### src/rtl/evm_pkg.sv
// Shared types and constants for the vote-storage readout path.
package evm_pkg;

    typedef enum logic [2:0] {
        S_IDLE,
        S_HEADER,
        S_CAND,
        S_VOTER,
        S_WINNER,
        S_CHECK
    } rd_state_t;

    localparam logic [7:0]  HDR_DEFAULT = 8'hA5;
    localparam int          CW          = 4;
    localparam int          IDX_W       = 4;
    localparam logic [3:0]  NO_WINNER   = 4'hF;

endpackage

### src/rtl/tally_max_tracker.sv
// Running maximum, winner index and tie flag over the candidate bytes of a frame.
// One update per enabled cycle; lowest index keeps the win on equal counts.
module tally_max_tracker
    import evm_pkg::*;
(
    input  logic             clk,
    input  logic             rst,
    input  logic             clr,
    input  logic             upd_en,
    input  logic [CW-1:0]    cnt,
    input  logic [IDX_W-1:0] cnt_idx,
    output logic [IDX_W-1:0] winner,
    output logic             tie
);

    logic [CW-1:0] max_cnt;

    always_ff @(posedge clk or posedge rst) begin
        if (rst) begin
            max_cnt <= '0;
            winner  <= '0;
            tie     <= 1'b0;
        end else if (clr) begin
            max_cnt <= '0;
            winner  <= NO_WINNER;
            tie     <= 1'b0;
        end else if (upd_en) begin
            if (cnt > max_cnt) begin
                max_cnt <= cnt;
                winner  <= cnt_idx;
                tie     <= 1'b0;
            end else if (cnt == max_cnt && max_cnt != '0) begin
                tie     <= 1'b1;
            end
        end
    end

endmodule

### src/rtl/tally_readout.sv
// Snapshots candidate counts and voter statuses on start and streams them as a
// fixed-length byte frame (header, counts, statuses, winner, XOR checksum).
module tally_readout #(
    parameter int         NUM_CAND  = 3,
    parameter int         NUM_VOTER = 4,
    parameter int         CW        = evm_pkg::CW,
    parameter logic [7:0] HDR       = evm_pkg::HDR_DEFAULT
) (
    input  logic                      clk,
    input  logic                      rst,
    input  logic [NUM_CAND*CW-1:0]    cand_counts,
    input  logic [NUM_VOTER*CW-1:0]   voter_status,
    input  logic                      start,
    input  logic                      out_ready,
    output logic                      out_valid,
    output logic [7:0]                out_data,
    output logic                      busy,
    output logic                      done
);
    import evm_pkg::*;

    localparam logic [IDX_W-1:0] LAST_CAND  = IDX_W'(NUM_CAND - 1);
    localparam logic [IDX_W-1:0] LAST_VOTER = IDX_W'(NUM_VOTER - 1);

    rd_state_t                 state;
    logic [NUM_CAND*CW-1:0]    snap_cand;
    logic [NUM_VOTER*CW-1:0]   snap_voter;
    logic [IDX_W-1:0]          idx;
    logic [IDX_W-1:0]          nidx;
    logic [7:0]                chk;
    logic [IDX_W-1:0]          winner;
    logic                      tie;
    logic                      xfer;

    assign xfer = out_valid && out_ready;
    assign nidx = idx + IDX_W'(1);

    function automatic logic [CW-1:0] cand_at(input logic [IDX_W-1:0] i);
        return snap_cand[i*CW +: CW];
    endfunction

    function automatic logic [CW-1:0] voter_at(input logic [IDX_W-1:0] i);
        return snap_voter[i*CW +: CW];
    endfunction

    // Tracker sees each count on the edge its byte is accepted, so it has
    // settled long before the winner byte is built at the end of VOTER.
    tally_max_tracker u_max (
        .clk     (clk),
        .rst     (rst),
        .clr     (state == S_IDLE && start),
        .upd_en  (state == S_CAND && xfer),
        .cnt     (cand_at(idx)),
        .cnt_idx (idx),
        .winner  (winner),
        .tie     (tie)
    );

    always_ff @(posedge clk or posedge rst) begin
        if (rst) begin
            state      <= S_IDLE;
            snap_cand  <= '0;
            snap_voter <= '0;
            idx        <= '0;
            chk        <= '0;
            out_valid  <= 1'b0;
            out_data   <= '0;
            busy       <= 1'b0;
            done       <= 1'b0;
        end else begin
            done <= 1'b0;
            case (state)
                S_IDLE: if (start) begin
                    snap_cand  <= cand_counts;
                    snap_voter <= voter_status;
                    chk        <= '0;
                    idx        <= '0;
                    out_valid  <= 1'b1;
                    out_data   <= HDR;
                    busy       <= 1'b1;
                    state      <= S_HEADER;
                end
                S_HEADER: if (xfer) begin
                    chk      <= chk ^ out_data;
                    idx      <= '0;
                    out_data <= {IDX_W'(0), cand_at(IDX_W'(0))};
                    state    <= S_CAND;
                end
                S_CAND: if (xfer) begin
                    chk <= chk ^ out_data;
                    if (idx == LAST_CAND) begin
                        idx      <= '0;
                        out_data <= {IDX_W'(0), voter_at(IDX_W'(0))};
                        state    <= S_VOTER;
                    end else begin
                        idx      <= nidx;
                        out_data <= {nidx, cand_at(nidx)};
                    end
                end
                S_VOTER: if (xfer) begin
                    chk <= chk ^ out_data;
                    if (idx == LAST_VOTER) begin
                        idx      <= '0;
                        out_data <= {tie, 3'b000, winner};
                        state    <= S_WINNER;
                    end else begin
                        idx      <= nidx;
                        out_data <= {nidx, voter_at(nidx)};
                    end
                end
                S_WINNER: if (xfer) begin
                    chk      <= chk ^ out_data;
                    out_data <= chk ^ out_data;
                    state    <= S_CHECK;
                end
                S_CHECK: if (xfer) begin
                    out_valid <= 1'b0;
                    out_data  <= '0;
                    busy      <= 1'b0;
                    done      <= 1'b1;
                    state     <= S_IDLE;
                end
                default: state <= S_IDLE;
            endcase
        end
    end

endmodule

### config.mk
export PLATFORM = sky130hd
export DESIGN_NAME = tally_readout
export DESIGN_NICKNAME = d
export VERILOG_FILES = /design/src/rtl/evm_pkg.sv /design/src/rtl/tally_max_tracker.sv /design/src/rtl/tally_readout.sv
export SDC_FILE = /design/constraint.sdc
export NUM_CORES = 1
export LEC_CHECK = 0
export BUFFER_PORTS_ARGS = -buffer_cell sky130_fd_sc_hd__buf_2
export CORE_UTILIZATION = 55
export CTS_CLUSTER_DIAMETER = 30
export DETAILED_ROUTE_END_ITERATION = 16
export GPL_ROUTABILITY_DRIVEN = 0
export PLACE_DENSITY = 0.75
export SYNTH_ARGS = -nofsm -noshare
export SYNTH_HDL_FRONTEND = slang
export SYNTH_HIERARCHICAL = 1
export SYNTH_SLANG_ARGS = --single-unit
export TNS_END_PERCENT = 10
### constraint.sdc
create_clock -name clk -period 6.4 [get_ports clk]
set_input_delay 0.32 -clock clk [delete_from_list [all_inputs] [get_ports clk]]
set_output_delay 0.32 -clock clk [all_outputs]
set_load 0.05 [all_outputs]
==> results.toml, run 1 <==
[hold_path]
hold_depth = 2
worstHoldStart = "cand_counts[1]"
min_path_type = "input port to flop"

[synthesis]
yosysSeqAreaShare = 0.423
ys_ff_latch = 62
yosysMostFrequentCell = "dfrtp_1"
syn_inst = 357
ys.flop_type = "dfrtp_1"
async_flop_share = 1.00
ys_top_cells_by_area = "dfrtp_1, mux2_2, nor2_1, mux2i_1, nand2b_1"
synth_common_cells = "dfrtp_1, nor2_1, mux2_2"
synth_warnings = 6
synth_edf_count = 0
synth_top_area_share = 0.423
synth_area_leader_cell = "dfrtp_1"
syn_area_mm2 = 0.00367
ys_types = 62
avgSynthCellArea_um2 = 10.3
synth_nets = 397

[pwr]
powerDensity_mw_per_mm2 = 533
peakVddDrop_v = 0.000297
p_leak_nw = 1.77
totalPowerFinal_mw = 2.19

[critical_path]
endpoint_kind = "flop"
r2r_end = "u_max/max_cnt[3]$_DFFE_PP0P_"
crit_end = "u_max/max_cnt[3]$_DFFE_PP0P_"
crit_path_start = "idx[0]$_DFFE_PP0P_"
cp_data_arrival_time_ns = 3.23
regToRegStartpoint = "idx[0]$_DFFE_PP0P_"
r2r_setup_slack_ns = 3.43
worstRegToRegCells = 10
cp.required_ns = 6.66
start_kind = "flop"
path_class = "flop to flop"
path_max_fanout = 23

[timing]
max-slew-margin-rel = 0.472
setup_tns_ns = 0
setup_viol = 0
max_freq_ghz = 0.337
finalHoldViolCount = 0
slew_viol_final = 0
period_needed_ns = 2.97
rsz0062_at_grt = "false"
skew_ns = 0.0103
tightestPinTransition_ns = 0.792
period_share = 0.464

[detailed_routing]
via_count = 2869
wl_um = 8150
route.detailed.drc = 0
drt_first_pass_iters = 4
dr.first_iter.drc_count = 234
vias_per_cell = 6.07
wl_per_cell_um = 17.2
ant_nets = 0

[die]
die_y_um = 83.7
coreArea_mm2 = 0.00639
io_pins = 43
rows = 29
die-area_mm2 = 0.00701
start_util = 0.575
die_width_um = 83.7

[finish]
postLayoutCellArea_mm2 = 0.00411
ff_latch_area_mm2 = 0.00155
drive_above_1_share = 0.270
multi_input_area_mm2 = 0.00194
antenna_cells = 0
syn_to_final_growth_pct = 11.8
nets = 431
num-fill-cells = 537

[clocking]
clock_path_buffers = 2
htree_levels = 3
clk_pin_slew_worst_paths_ns = 0.07
cts_root_buf = "clkbuf_8"
clk_latency_ns = 0.35
cts_tree = "yes"
cts_num_sinks = 62
cts_resized = 0
cts-buffers-inserted = 9

[global_routing]
grt_use_total = 0.254
grt_pass1_vias = 2838
grt_max_degree = 54
antenna_found_initial = 0
grt_pass1_wl_um = 13800
grt-ovfl-total = 0

[place]
dp_hpwl_um = 5830
place_area_mm2 = 0.00386
portBuffers = 42

[outcome]
status = "finished, final reports clean"

[job]
maxCapViolations = 0
[through the flow]
step	util	setup WS (ns)	instances	hold slack [ns]
2_1_floorplan	-	4.26	357	0.148
4_1_cts	0.643	3.41	473	0.190
6_report	0.643	3.43	473	0.199
3_3_place_gp	0.605	3.57	456	0.303
5_1_grt	0.643	3.02	473	0.198
3_5_place_dp	0.605	3.45	456	0.319
[sequential cells by signal, summed over array words and instances, names as in the netlist]
signal         count
u_max/max_cnt      4
snap_voter        16
busy               1
snap_cand         12
done               1
u_max/tie          1
chk                8
idx                4
out_data           8
state              3
u_max/winner       4
[placed cells by master (no fill, tap or decap), types with 2 or more instances in the layout]
master / synthesis / routed
nand2b_1: 19 / 19
mux2i_1: 13 / 13
a22o_1: 2 / 2
a22oi_1: 4 / 4
nor2b_1: 8 / 8
bufinv_16: 0 / 2
nand2_1: 18 / 18
nand3_1: 4 / 4
mux4_2: 4 / 4
nand4b_1: 2 / 2
inv_1: 12 / 11
xor2_1: 6 / 6
o2bb2ai_1: 10 / 10
dfrtp_1: 62 / 62
or3_1: 2 / 2
a21oi_1: 12 / 12
o21ai_0: 16 / 16
nand4_1: 5 / 5
o31ai_1: 4 / 4
o221ai_1: 2 / 2
and3_1: 2 / 2
ha_1: 8 / 8
o211ai_1: 2 / 2
a211oi_1: 3 / 3
nor3_2: 1 / 2
mux2_2: 28 / 28
nor3_1: 7 / 6
buf_2: 9 / 42
nor4_1: 2 / 2
xnor2_1: 5 / 5
o22a_1: 2 / 2
o21ba_2: 2 / 2
nor2_1: 35 / 35
buf_4: 3 / 2
clkbuf_8: 0 / 11
a31oi_1: 4 / 4
o22ai_1: 5 / 5
[cells by family after synthesis]
kind of cell / synth area share
and+or+nand+nor: 0.172
AOI/OAI and AO/OA: 0.157
DFF: 0.423
muxes: 0.146
buffers and inverters: 0.0491
xor gates and xnor gates: 0.0262
adders and majority gates: 0.0273
[layer usage]
layer / part of all wire / track usage
met5: 0 / 0
met1: 0.44 / 0.334
met3: 0.051 / 0.0445
met4: 0.018 / 0.111
met2: 0.49 / 0.413
[where the power goes]
part	leakage, nW	switching (mW)	total (mW)	internal [mW]
logic	0.891	0.532	0.999	0.467
registers	0.760	0.222	0.788	0.566
clock network	0.116	0.159	0.400	0.240
total	1.77	0.914	2.19	1.27
[critical path, stage by stage, from the launching register on]
cell and delay, ns:
dfrtp_1 0.86, inv_1 0.21, nor2_1 0.26, a21oi_1 0.10
nor2_1 0.13, inv_1 0.06, ha_1 0.29, nand4_1 0.11
nand2_1 0.07, a21oi_2 0.50, mux2i_1 0.27
[layout make-up]
cell class	count	area share
clock buffers	11	0.0369
well taps	77	0.0235
inverters	12	0.0110
multi-input cells	261	0.474
flip-flops and latches	62	0.378
clock inverters	5	0.0198
repair buffers	45	0.0573
[worst min path at each step]
stage | end | slack, ns
6_report | snap_cand[1]$_DFFE_PP0P_ | 0.20
5_1_grt | snap_cand[7]$_DFFE_PP0P_ | 0.20
4_1_cts | snap_voter[13]$_DFFE_PP0P_ | 0.19
3_5_place_dp | u_max/max_cnt[0]$_DFFE_PP0P_ | 0.32
3_3_place_gp | u_max/max_cnt[0]$_DFFE_PP0P_ | 0.30
2_1_floorplan | u_max/max_cnt[0]$_DFFE_PP0P_ | 0.15
[timing repair]
item | CTS | global route
hold buffers | 1 | 0
setup buffers | 0 | 0
hold endpoints to repair | 9 | 0
Power figures use the tool's default switching activity.
==> run 2, diff against run 1 <==
CORE_UTILIZATION = 53   (was 55)
clock period = 2.71 ns   (was 6.4 ns; I/O delays follow)
==> run 2 against run 1 <==
  * Routed wire length shrank 0.40%
  * Utilization fell by 0.43 points
  * Power is 140% higher
  * Maximum frequency up 27%
  * Worst setup slack lost 3.1 ns
  * Clock skew shrank 0.0040 ns
  * Register-to-register slack got worse by 3.1 ns
  * Critical path type unchanged
==> results.toml, run 2 (synthesized netlist as in run 1, its figures left out) <==
[detailed_routing]
drt_first_pass_iters = 5
vias_per_cell = 5.98
wl_per_cell_um = 16.9
wl_um = 8120
route.detailed.drc = 0
ant_nets = 0
via_count = 2870
dr.first_iter.drc_count = 161

[critical_path]
path_max_fanout = 14
cp.required_ns = 2.98
cp_data_arrival_time_ns = 2.61
crit_end = "u_max/max_cnt[0]$_DFFE_PP0P_"
endpoint_kind = "flop"
start_kind = "flop"
worstRegToRegCells = 9
regToRegStartpoint = "idx[3]$_DFFE_PP0P_"
path_class = "flop to flop"
critPathSlowestCell = "dfrtp_1"
crit_path_start = "idx[3]$_DFFE_PP0P_"
cp.depth = 9
worst-path-buf-inv = 2
path_cells = "or2_2 -> nor2_1 -> inv_1 -> ha_1 -> nand4_1 -> nand2_1 -> a21oi_2 -> buf_4 -> mux2i_1"
max_stage_delay_ns = 0.55
r2r_end = "u_max/max_cnt[0]$_DFFE_PP0P_"
crit_family = "simple AND/OR/NAND/NOR gates"
r2r_setup_slack_ns = 0.37

[timing]
finalHoldViolCount = 0
period_needed_ns = 2.34
slew_viol_final = 0
setup_tns_ns = 0
period_share = 0.863
max_freq_ghz = 0.427
finalHoldWorstSlack_ns = 0.0125
max-slew-margin-rel = 0.614
skew_ns = 0.00625
setup_viol = 0
tightestPinTransition_ns = 0.575
rsz0062_at_grt = "false"

[clocking]
post_cts_buffers = 0
clk_latency_ns = 0.35
cts-buffers-inserted = 9
clk_pin_slew_worst_paths_ns = 0.07
clock_path_buffers = 2
htree_levels = 3
cts_resized = 0
cts_num_sinks = 62
cts_root_buf = "clkbuf_8"
cts_tree = "yes"

[pwr]
internal_power_mw = 3.06
p_sw_frac = 0.417
pwr-share-clk = 0.181
pwr-share-seq = 0.338
p_leak_nw = 1.80
peakVddDrop_v = 0.000666
powerDensity_mw_per_mm2 = 1260
power.share.combinational = 0.481
p_switching_mw = 2.19

[die]
rows = 29
die_y_um = 85.2
io_pins = 43
die-area_mm2 = 0.00726
coreArea_mm2 = 0.00653
die_width_um = 85.2
start_util = 0.562

[finish]
largest_register_ffs = 16
syn_to_final_growth_pct = 13.6
drive_above_1_share = 0.283
layout.cells.non_filler = 480
postLayoutCellArea_mm2 = 0.00417
nets = 438
antenna_cells = 0
layout_common_cells = "dfrtp_1, buf_2, nor2_1, mux2_2, nand2b_1"
top_register = "snap_voter"
layout_commonest_cell = "dfrtp_1"
final_util = 0.639
largestRegisters = "snap_voter: 16 flops, snap_cand: 12 flops"

[place]
dp_hpwl_um = 6000
portBuffers = 42
place_inst = 463
place_area_mm2 = 0.00393

[global_routing]
grt_pass1_vias = 2806
antenna_found_initial = 0
grt_use_total = 0.246
grt-ovfl-total = 0
grt_max_degree = 46
grt_pass1_wl_um = 13600

[hold_path]
min_path_type = "input port to flop"
hold_depth = 2

[job]
maxCapViolations = 0

[outcome]
status = "finished, final reports clean"
==> run 2: changes by cell type in the layout (fill, tap and decap cells not counted) <==
cell | previous run | this run
buf_4 | 2 | 8
buf_12 | 0 | 1
==> run 2: how the worst min path moves through the flow <==
stage	startpoint	slack, ns	end
global route	cand_counts[5]	0.0007	snap_cand[5]$_DFFE_PP0P_
CTS	voter_status[0]	0.007	snap_voter[0]$_DFFE_PP0P_
global placement	rst	0.12	u_max/max_cnt[0]$_DFFE_PP0P_
detailed placement	rst	0.14	u_max/max_cnt[3]$_DFFE_PP0P_
floorplan	rst	-0.04	u_max/max_cnt[0]$_DFFE_PP0P_
finish	voter_status[0]	0.01	snap_voter[0]$_DFFE_PP0P_
==> run 2: power groups by stage <==
| stage | Sequential (mW) | Clock (mW) | Combinational (mW) |
|---|---|---|---|
| floorplan | 1.77 | 0 | 1.93 |
| global placement | 1.76 | 0 | 2.44 |
| detailed placement | 1.78 | 0 | 2.50 |
| CTS | 1.77 | 0.959 | 2.51 |
| global route | 1.83 | 1.00 | 2.76 |
| finish | 1.77 | 0.951 | 2.52 |
==> run 2: through the flow <==
stage / worst slack, ns / total power, mW
6_report: 0.370 / 5.25
2_1_floorplan: 0.567 / 3.70
3_3_place_gp: 0.542 / 4.20
5_1_grt: 0.147 / 5.59
4_1_cts: 0.390 / 5.24
3_5_place_dp: 0.414 / 4.28
==> run 2: routing by layer <==
| layer | global-route usage | up-vias | routed length, um |
|---|---|---|---|
| met3 | 0.0516 | 17 | 431 |
| met2 | 0.386 | 91 | 3860 |
| li1 | - | 1377 | - |
| met4 | 0.105 | 0 | 156 |
| met5 | 0 | - | 0 |
| met1 | 0.334 | 1385 | 3660 |
==> run 2: worst register-to-register path, stage by stage (launching register included) <==
cell and delay [ns]:
dfrtp_1 0.55, or2_2 0.43, nor2_1 0.17, inv_1 0.07, ha_1 0.30, nand4_1 0.11
nand2_1 0.08, a21oi_2 0.13, buf_4 0.21, mux2i_1 0.22
==> run 2: layout make-up <==
class                           instances  area, um^2
Fill cell                             543        2360
Inverter                               12        45.0
Sequential cell                        62        1550
Clock inverter                          5        81.3
Clock buffer                           11         151
Timing Repair Buffer                   52         300
Tap cell                               77        96.3
Multi-Input combinational cell        261        1940
==> run 2: what timing repair did <==
action	CTS	global route
endpoints found under the hold margin	34	0
setup endpoints to repair	0	0
hold buffers	1	0
